File: src/rtl/onebit_tx_pkg.sv
// onebit_tx_pkg: shared constants for the 1-bit transmit expander.
// Holds the FSM state encoding and the default frame geometry
// (N bits per word, P = N/2 clocks per frame, FIFO read issued at phase P-2).
package onebit_tx_pkg;

   // FSM state encoding (legacy-compatible plain constants)
   localparam logic [1:0] ST_IDLE  = 2'd0;
   localparam logic [1:0] ST_PRIME = 2'd1;
   localparam logic [1:0] ST_RUN   = 2'd2;

   // Default frame geometry
   localparam int DEF_BITS_PER_WORD = 8;
   localparam int DEF_FRAME_CLKS    = DEF_BITS_PER_WORD / 2;
   localparam int DEF_READ_PHASE    = DEF_FRAME_CLKS - 2;

   // Clocks per frame for a given bits-per-word (two bits leave per clock)
   function automatic int frame_clks(input int bits_per_word);
      return bits_per_word / 2;
   endfunction

endpackage

File: src/rtl/onebit_pattern_gen.sv
// onebit_pattern_gen: combinational bit-pair generator.
// For count c and phase p it returns bits k=2p and k=2p+1 of the evenly
// spread pattern bit(k) = floor((k+1)c/N) - floor(kc/N), which places
// exactly c ones across N bits. With c <= N each difference is 0 or 1.
module onebit_pattern_gen
   import onebit_tx_pkg::*;
#(
   parameter int BITS_PER_WORD = DEF_BITS_PER_WORD,
   parameter int CNT_W         = $clog2(BITS_PER_WORD + 1),
   parameter int PH_W          = (frame_clks(BITS_PER_WORD) > 1) ? $clog2(frame_clks(BITS_PER_WORD)) : 1
) (
   input  logic [CNT_W-1:0] count,
   input  logic [PH_W-1:0]  phase,
   output logic             bit0,
   output logic             bit1
);

   // Bit index width holds 0..N, product width holds N*N
   localparam int K_W    = $clog2(BITS_PER_WORD + 1);
   localparam int PROD_W = K_W + CNT_W;

   logic [K_W-1:0]    k_lo;
   logic [K_W-1:0]    k_mid;
   logic [K_W-1:0]    k_hi;
   logic [PROD_W-1:0] q_lo;
   logic [PROD_W-1:0] q_mid;
   logic [PROD_W-1:0] q_hi;

   // Three cumulative ones counts bound the two bits of this phase
   always_comb begin
      k_lo  = K_W'({phase, 1'b0});
      k_mid = K_W'({phase, 1'b1});
      k_hi  = k_lo + K_W'(2);
      q_lo  = (PROD_W'(k_lo)  * PROD_W'(count)) / PROD_W'(BITS_PER_WORD);
      q_mid = (PROD_W'(k_mid) * PROD_W'(count)) / PROD_W'(BITS_PER_WORD);
      q_hi  = (PROD_W'(k_hi)  * PROD_W'(count)) / PROD_W'(BITS_PER_WORD);
      bit0  = (q_mid != q_lo);
      bit1  = (q_hi != q_mid);
   end

endmodule

File: src/rtl/onebit_tx_expander.sv
// onebit_tx_expander: re-expands 16-bit density words from a non-fallthrough
// FIFO into an evenly spread 1-bit stream, two bits per clk_data cycle, for
// an ODDR (tx_q0 -> D0, tx_q1 -> D1).
// Handshake: fifo_read_en is a combinational strobe, raised only when
// fifo_empty is low; data_in is valid (and captured) in the cycle after it.
// Optional build macro ONEBIT_TX_STATS_EN adds word_count and underflow_count.
module onebit_tx_expander
   import onebit_tx_pkg::*;
#(
   parameter int DSIZE         = 16,
   parameter int BITS_PER_WORD = DEF_BITS_PER_WORD,
   parameter int CNT_W         = $clog2(BITS_PER_WORD + 1)
) (
   input  logic             clk_data,
   input  logic             rst,
   input  logic             fifo_empty,
   output logic             fifo_read_en,
   input  logic [DSIZE-1:0] data_in,
   output logic             tx_q0,
   output logic             tx_q1,
   output logic             active,
   output logic             underflow,
   output logic             saturated,
   output logic [1:0]       state_dbg
`ifdef ONEBIT_TX_STATS_EN
   ,
   output logic [31:0]      word_count,
   output logic [15:0]      underflow_count
`endif
);

   localparam int FRAME_CLKS = frame_clks(BITS_PER_WORD);
   localparam int PH_W       = (FRAME_CLKS > 1) ? $clog2(FRAME_CLKS) : 1;
   localparam logic [PH_W-1:0] READ_PHASE = PH_W'(FRAME_CLKS - 2);
   localparam logic [PH_W-1:0] LAST_PHASE = PH_W'(FRAME_CLKS - 1);

   logic [1:0]       state;
   logic [PH_W-1:0]  phase;
   logic [CNT_W-1:0] cur_count;
   logic             pending;

   logic [CNT_W-1:0] cnt_field;
   logic [CNT_W-1:0] cnt_clamped;
   logic             cnt_over;
   logic             frame_end;
   logic             load_evt;
   logic             underflow_evt;
   logic             pat_bit0;
   logic             pat_bit1;
   logic             unused_data_hi;

   // Only the low count field carries information; the rest is ignored
   assign cnt_field      = data_in[CNT_W-1:0];
   assign unused_data_hi = ^data_in[DSIZE-1:CNT_W];

   // Clamp the count field to N so a frame never carries more than N ones
   always_comb begin
      cnt_over    = (cnt_field > CNT_W'(BITS_PER_WORD));
      cnt_clamped = cnt_over ? CNT_W'(BITS_PER_WORD) : cnt_field;
   end

   // Frame-boundary events: a reload (prefetched word present) or an underflow
   always_comb begin
      frame_end     = (state == ST_RUN) && (phase == LAST_PHASE);
      load_evt      = (state == ST_PRIME) || (frame_end && pending);
      underflow_evt = frame_end && !pending;
   end

   // Read strobe: any time in IDLE, or once per frame at the prefetch phase
   always_comb begin
      fifo_read_en = 1'b0;
      if (!rst) begin
         if (state == ST_IDLE) begin
            fifo_read_en = !fifo_empty;
         end else if ((state == ST_RUN) && (phase == READ_PHASE)) begin
            fifo_read_en = !fifo_empty;
         end
      end
   end

   // Control FSM: IDLE -> PRIME (capture word) -> RUN (frames back to back)
   always_ff @(posedge clk_data) begin
      if (rst) begin
         state     <= ST_IDLE;
         phase     <= '0;
         cur_count <= '0;
         pending   <= 1'b0;
      end else begin
         case (state)
            ST_IDLE: begin
               if (fifo_read_en) begin
                  state <= ST_PRIME;
               end
            end
            ST_PRIME: begin
               cur_count <= cnt_clamped;
               phase     <= '0;
               state     <= ST_RUN;
            end
            ST_RUN: begin
               if (phase == READ_PHASE) begin
                  pending <= fifo_read_en;
               end
               if (phase == LAST_PHASE) begin
                  phase   <= '0;
                  pending <= 1'b0;
                  if (pending) begin
                     cur_count <= cnt_clamped;
                  end else begin
                     state <= ST_IDLE;
                  end
               end else begin
                  phase <= phase + PH_W'(1);
               end
            end
            default: begin
               state <= ST_IDLE;
            end
         endcase
      end
   end

   onebit_pattern_gen #(
      .BITS_PER_WORD (BITS_PER_WORD),
      .CNT_W         (CNT_W),
      .PH_W          (PH_W)
   ) u_pattern_gen (
      .count (cur_count),
      .phase (phase),
      .bit0  (pat_bit0),
      .bit1  (pat_bit1)
   );

   // Registered bit pair for the ODDR; forced low whenever not in RUN
   always_ff @(posedge clk_data) begin
      if (rst) begin
         tx_q0 <= 1'b0;
         tx_q1 <= 1'b0;
      end else if (state == ST_RUN) begin
         tx_q0 <= pat_bit0;
         tx_q1 <= pat_bit1;
      end else begin
         tx_q0 <= 1'b0;
         tx_q1 <= 1'b0;
      end
   end

   // Sticky error flags, cleared only by reset
   always_ff @(posedge clk_data) begin
      if (rst) begin
         underflow <= 1'b0;
         saturated <= 1'b0;
      end else begin
         if (underflow_evt) begin
            underflow <= 1'b1;
         end
         if (load_evt && cnt_over) begin
            saturated <= 1'b1;
         end
      end
   end

   assign active    = (state == ST_RUN);
   assign state_dbg = state;

`ifdef ONEBIT_TX_STATS_EN
   // Statistics: wrapping word counter and saturating underflow counter
   always_ff @(posedge clk_data) begin
      if (rst) begin
         word_count      <= '0;
         underflow_count <= '0;
      end else begin
         if (load_evt) begin
            word_count <= word_count + 32'd1;
         end
         if (underflow_evt && (underflow_count != 16'hFFFF)) begin
            underflow_count <= underflow_count + 16'd1;
         end
      end
   end
`endif

endmodule

File: config.mk
export PLATFORM = sky130hd
export DESIGN_NAME = onebit_tx_expander
export DESIGN_NICKNAME = d
export VERILOG_FILES = /design/src/rtl/onebit_tx_pkg.sv /design/src/rtl/onebit_pattern_gen.sv /design/src/rtl/onebit_tx_expander.sv
export SDC_FILE = /design/constraint.sdc
export NUM_CORES = 1
export LEC_CHECK = 0
export ABC_CLOCK_PERIOD_IN_PS = 7400
export BUFFER_PORTS_ARGS = -buffer_cell sky130_fd_sc_hd__buf_2
export CAP_MARGIN = 20
export CORE_MARGIN = 5
export CORE_UTILIZATION = 50
export CTS_CLUSTER_SIZE = 40
export DETAILED_ROUTE_END_ITERATION = 7
export GPL_TIMING_DRIVEN = 0
export PLACE_DENSITY = 0.71
export SLEW_MARGIN = 30
export SYNTH_ARGS = -nofsm -noshare
export SYNTH_HDL_FRONTEND = slang
export SYNTH_SLANG_ARGS = --single-unit
File: constraint.sdc
create_clock -name clk_data -period 7.4 [get_ports clk_data]
set_input_delay 0.74 -clock clk_data [delete_from_list [all_inputs] [get_ports clk_data]]
set_output_delay 0.74 -clock clk_data [all_outputs]
set_load 0.1 [all_outputs]
== After elaboration in Yosys (flattened, before gate mapping) ==
Index checks and enable logic that the tools add are counted.
Storage, ports and cells
  bits in registers: 13
  bits of input ports: 19
  output and inout bits: 8
  word-level logic and storage cells: 55
Cells by class
  add/subtract/negate cells: 2
  multiply operators: 3
  magnitude comparators: 1
  eq/ne operators: 10
  mux-type cells: 15
  bitwise gates (word level): 1
  reduce and logical (&&, ||, !) cells: 15
Operators by type and width (number)
  4-bit two-way mux: 3
  4-bit by 4-bit multiplier with 8-bit output: 1
  2-bit two-way mux: 4
  4-bit one-hot mux with 2 select lines: 1
  3-bit by 4-bit multiplier with 7-bit output: 1
  2-bit equality test, second input constant: 3
  2-bit by 4-bit multiplier with 6-bit output: 1
  2-bit one-hot mux with 3 select lines: 1
  3-bit AND reduction: 2
  1-bit logical AND: 5
  1-bit two-way mux: 5
  5-bit by 4-bit inequality test with 1-bit output: 1
  3-bit by 2-bit adder with 4-bit output, second input constant: 1
  4-bit greater-than comparator, second input constant: 1
  2-bit by 1-bit inequality test with 1-bit output, second input constant: 2
  2-bit inequality test, second input constant: 2
  4-bit inequality test: 1
  2-bit one-hot mux with 2 select lines: 1
  2-bit nonzero test: 2
  2-bit by 1-bit adder with 2-bit output, second input constant: 1
  2-bit by 1-bit equality test with 1-bit output, second input constant: 1
  1-bit logical NOT: 2
  2-bit logical NOT: 1
  2-bit AND reduction: 1
  3 further kinds: 3

== Longest topological paths before layout ==
  word-level depth: 7
  mapped depth: 13
  mapped depth without buffers: 13

== Cells and area by module ==
From an unflattened synthesis, not the netlist that was laid out.
Unflattened totals
  cell total of the unflattened synthesis: 159
  area total of the unflattened synthesis: 1417.6 µm²
Modules (own cells, without submodules)
  onebit_pattern_gen: times used 1, cells each 86, area each 749.5 µm², sequential area each 0.0 µm²
  onebit_tx_expander: times used 1, cells each 73, area each 668.1 µm², sequential area each 260.2 µm²

== Least setup slack after synthesis ==
No wires, ideal clock.
  path kind: reg-to-output
  from: register state[1] (netlist: state_dbg[1])
  to: output fifo_read_en
  arrival time: 4361 ps
  required time: 6660 ps
  slack: 2299 ps
  cell stages (with the launch flop): 5
  path buffers: 1
  path through: dfxtp_1 ha_1 clkbuf_1 a21oi_1 nor3_1
On the way
  cells in the longest elaborated chain, start to end: 5
  elaborated cells on any way between the ends: 6
  those cells by class: eq/ne (1); mux (3); reduce/logical (2)
Ends and longest elaborated chain
  start, declared: line onebit_tx_expander.sv:37  | logic [1:0] state;
  start signal, assigned: line onebit_tx_expander.sv:84  | state <= ST_IDLE;
  start signal, assigned: line onebit_tx_expander.sv:92  | state <= ST_PRIME;
  start signal, assigned: line onebit_tx_expander.sv:98  | state <= ST_RUN;
  2-bit equality test
  net active: line onebit_tx_expander.sv:21  | output logic active,
  1-bit logical AND: line onebit_tx_expander.sv:75  | end else if ((state == ST_RUN) && (phase == READ_PHASE)) begin
  1-bit two-way mux: line onebit_tx_expander.sv:75
  1-bit two-way mux: line onebit_tx_expander.sv:73  | if (state == ST_IDLE) begin
  1-bit two-way mux: line onebit_tx_expander.sv:72  | if (!rst) begin
  end, declared: line onebit_tx_expander.sv:17  | output logic fifo_read_en,
The timed path passes the listed nets, and every way through them passes these cells.

== Worst setup path in the final report ==
  from: register phase[0]
  to: register tx_q1
On the way
  cells in the longest elaborated chain, start to end: 3
  elaborated cells on any way between the ends: 4
  those cells by class: add/sub (1); mul (2); eq/ne (1)
Ends and longest elaborated chain
  start, declared: line onebit_tx_expander.sv:38  | logic [PH_W-1:0] phase;
  start signal, assigned: line onebit_tx_expander.sv:113  | phase <= phase + PH_W'(1);
  3-bit by 2-bit adder with 4-bit output: line onebit_pattern_gen.sv:33  | k_hi = k_lo + K_W'(2);
  4-bit by 4-bit multiplier with 8-bit output: line onebit_pattern_gen.sv:36  | q_hi = (PROD_W'(k_hi) * PROD_W'(count)) / PROD_W'(BITS_PER_WORD);
  5-bit by 4-bit inequality test with 1-bit output (*): line onebit_pattern_gen.sv:38  | bit1 = (q_hi != q_mid);
  end signal, assigned: line onebit_tx_expander.sv:141  | tx_q1 <= pat_bit1;
  end, declared: line onebit_tx_expander.sv:20  | output logic tx_q1,
Every way passes the cells marked *; elsewhere a longest branch is shown, timed or not.
A chain may end at the register's enable or synchronous reset.

==> flow_metrics.tcl <==
set metrics [dict create \
    status "finished, final reports clean" \
    grt_first_pass_wirelength_mm 4.82 \
    synthesis.instances 160 \
    critPathKind "reg -> reg" \
    totalWireLength_mm 2.67 \
    drt-initial-drc-count 17 \
    dpl.hpwl_mm 2.28 \
    worst_path_arrival_time_ns 3.62 \
    mostFrequentLayoutCells "ha_1, inv_1, nor2_1" \
    path_clk_slew_ns 0.09 \
    io_buffer_count 14 \
    timing.critical_path.cells "inv_1 -> ha_1 -> nand2b_1 -> fa_1 -> inv_1 -> ha_1 -> inv_1 -> fa_1 -> nand2b_1 -> a21oi_1 -> xnor2_1 -> nand3_1 -> o31a_1" \
    worstHoldPathType "reg -> reg" \
    timing.critical_path.slowest_cell_delay_ns 0.51 \
    grt_pass1_vias 1174 \
    drt_drc_violations_left 0 \
    final_common_cell "ha_1" \
    drt_pass1_iterations 4 \
    total_routing_resource_utilization_after_global_routing_pct 14.9 \
    postSynth.asyncResetShare_pct 0 \
    core_region_area_um2 2710 \
    max_slew.worst_pin.slew_ns 0.487 \
    final-hold-violation-count 0 \
    antenna_left 0 \
    critical_path_peak_fanout 8 \
    multiInputGateArea_um2 1040 \
    dieWidth_um 62.7 \
    std_cell_rows 19 \
    critPathLaunchType "flop" \
    synth_edf_count 0 \
    finalCritPeriodShare_pct 46.4 \
    cts_tree "built" \
    fin_nets 226 \
    synthesized_net_count 207 \
    cts_buffers 3 \
    slew_viol_final 0 \
    cts_hold_buf 0 \
    timing.max_slew.rel_slack_pct 67.7 \
    cts.root.buffer_cell "clkbuf_4" \
    worst_skew_pair.late_latency_ns 0.29 \
    synth_area_leaders "ha_1, dfxtp_1, fa_1" \
    yosysSeqAreaShare_pct 18.7 \
    total_chip_power_mw 0.259 \
    critical_path_required_ns 7.59 \
    synth.yosys.warnings 0 \
    setup_viol 0 \
    floorplan.die_area_um2 3930 \
    top_level_ports 27 \
    drive_above_1_share_pct 12.9 \
    routed-via-count 1120 \
    synth_top_area_share_pct 19.8 \
    post_synth_instance_area_um2 1390 \
    routed_via_density 5.36 \
    avgRoutedWirePerCell_um 12.8 \
    synth_cell_types 37 \
    cts_max_level 1 \
    unrepaired_setup_endpoints_after_global_routing "false" \
    cts_setup_buffers 0 \
    routabilityCongestion 0.785 \
    cts.path.max_buffers 2 \
    final-seq-area_um2 260 \
    drv.max_cap_violation_count 0 \
    setup-tns-final_ns 0 \
    finish.instance_area_um2 1520 \
    synthesis.area_per_instance_um2 8.68 \
    cts_repair_resize_count 0 \
    antenna_cells_inserted 0 \
    clock_sinks 13 \
    die_h_um 62.7 \
    clock_skew_ns 0.00544 \
    critical_path.most_common_cell "inv_1" \
    max_freq_mhz 291 \
    area_delta_synth_final_pct 9.73 \
    synth.ff_latch_count 13 \
    netlist.top_cell.by_area "ha_1" \
    synth_ff_type "dfxtp_1" \
    end_kind "flop" \
    grt_antenna_before_repair 0 \
    critical_path.slowest_cell "fa_1" \
    timing.final.crit_period_ns 3.43 \
    placedInstanceArea_um2 1500 \
    n_fill_cell 261 \
    power_density_nw_per_um2 170 \
    power.static_leakage_nw 0.727 \
    grt_remaining_overflow 0 \
    grt_start_max_net_pins 11 \
    initial_core_util_pct 51.2 \
    vdd_ir_drop_max_mv 0.180 \
]
-- layer usage --
metal / up-vias / GRT usage [%] / routed length [µm]
met1: 525 / 17.1 / 1200
met4: 0 / 9.02 / 112
met3: 11 / 2.34 / 56
met2: 14 / 25.6 / 1300
li1: 570 / - / -
met5: - / 0 / 0
-- final cells by class --
class,instances,share of cell area (%)
flip-flops and latches,13,17.1
inverters,20,4.93
multi-input cells,124,68.4
well taps,31,2.55
repair buffers,14,4.60
clock buffers,4,1.72
plain buffers,3,0.739
-- metrics by stage --
| step | utilization [%] | setup WS (ns) | hold slack, ns | std cells |
|---|---|---|---|---|
| 2_1_floorplan | - | 2.30 | 0.488 | 160 |
| 3_3_place_gp | 55.3 | 4.01 | 0.445 | 205 |
| 3_5_place_dp | 55.3 | 3.99 | 0.457 | 205 |
| 4_1_cts | 56.2 | 3.96 | 0.476 | 209 |
| 5_1_grt | 56.2 | 3.76 | 0.503 | 209 |
| 6_report | 56.2 | 3.97 | 0.469 | 209 |
-- cell families (layout without fill, tap and decap cells) --
group	after synthesis	after routing	share of synthesized area (%)
multiplexers	4	4	2.88
AO/OA/AOI/OAI	23	23	10.5
AND/OR/NAND/NOR	56	56	24.0
flip-flops	13	13	18.7
XOR/XNOR	13	13	9.19
buffers and inverters	23	41	6.22
adder cells (fa/ha/maj)	28	28	28.5
-- registers in the layout, indices dropped and copies added (netlist names) --
signal	count
cur_count	4
phase	2
state_dbg	2
pending	1
saturated	1
tx_q0	1
tx_q1	1
underflow	1
-- cells in the mapped netlist, drive strengths merged, types with 3 or more instances --
| cell type | count |
|---|---|
| ha | 22 |
| inv | 20 |
| nor2 | 20 |
| dfxtp | 13 |
| a21oi | 9 |
| and2 | 9 |
| xnor2 | 9 |
| fa | 6 |
| nor2b | 6 |
| nand2b | 5 |
| mux2i | 4 |
| nand3b | 4 |
| clkbuf | 3 |
| o21ai | 3 |
| xor2 | 3 |
-- critical path, delay by kind of cell (launching register included) --
kind | cells | cell delay (ns)
buf+inv | 3 | 0.24
flops | 1 | 0.48
xor+xnor | 1 | 0.14
simple gates | 3 | 0.43
fa+ha+maj | 4 | 1.60
compound gates | 2 | 0.46
-- report_power, final --
| part | leakage, nW | internal (mW) | switching (mW) |
|---|---|---|---|
| clock | 0.0150 | 0.0210 | 0.0261 |
| sequential | 0.105 | 0.0776 | 0.00881 |
| combinational | 0.606 | 0.0371 | 0.0888 |
-- path summary, 6_finish.rpt --
check                  from         to  slack (ns)  depth (start not counted)
hold reg to reg   saturated  saturated        0.47                          2
hold / removal    saturated  saturated        0.47                          2
setup / recovery   phase[0]      tx_q1        3.97                         13
setup reg to reg   phase[0]      tx_q1        3.97                         13
Note: power is estimated with default switching activity, not from simulation.
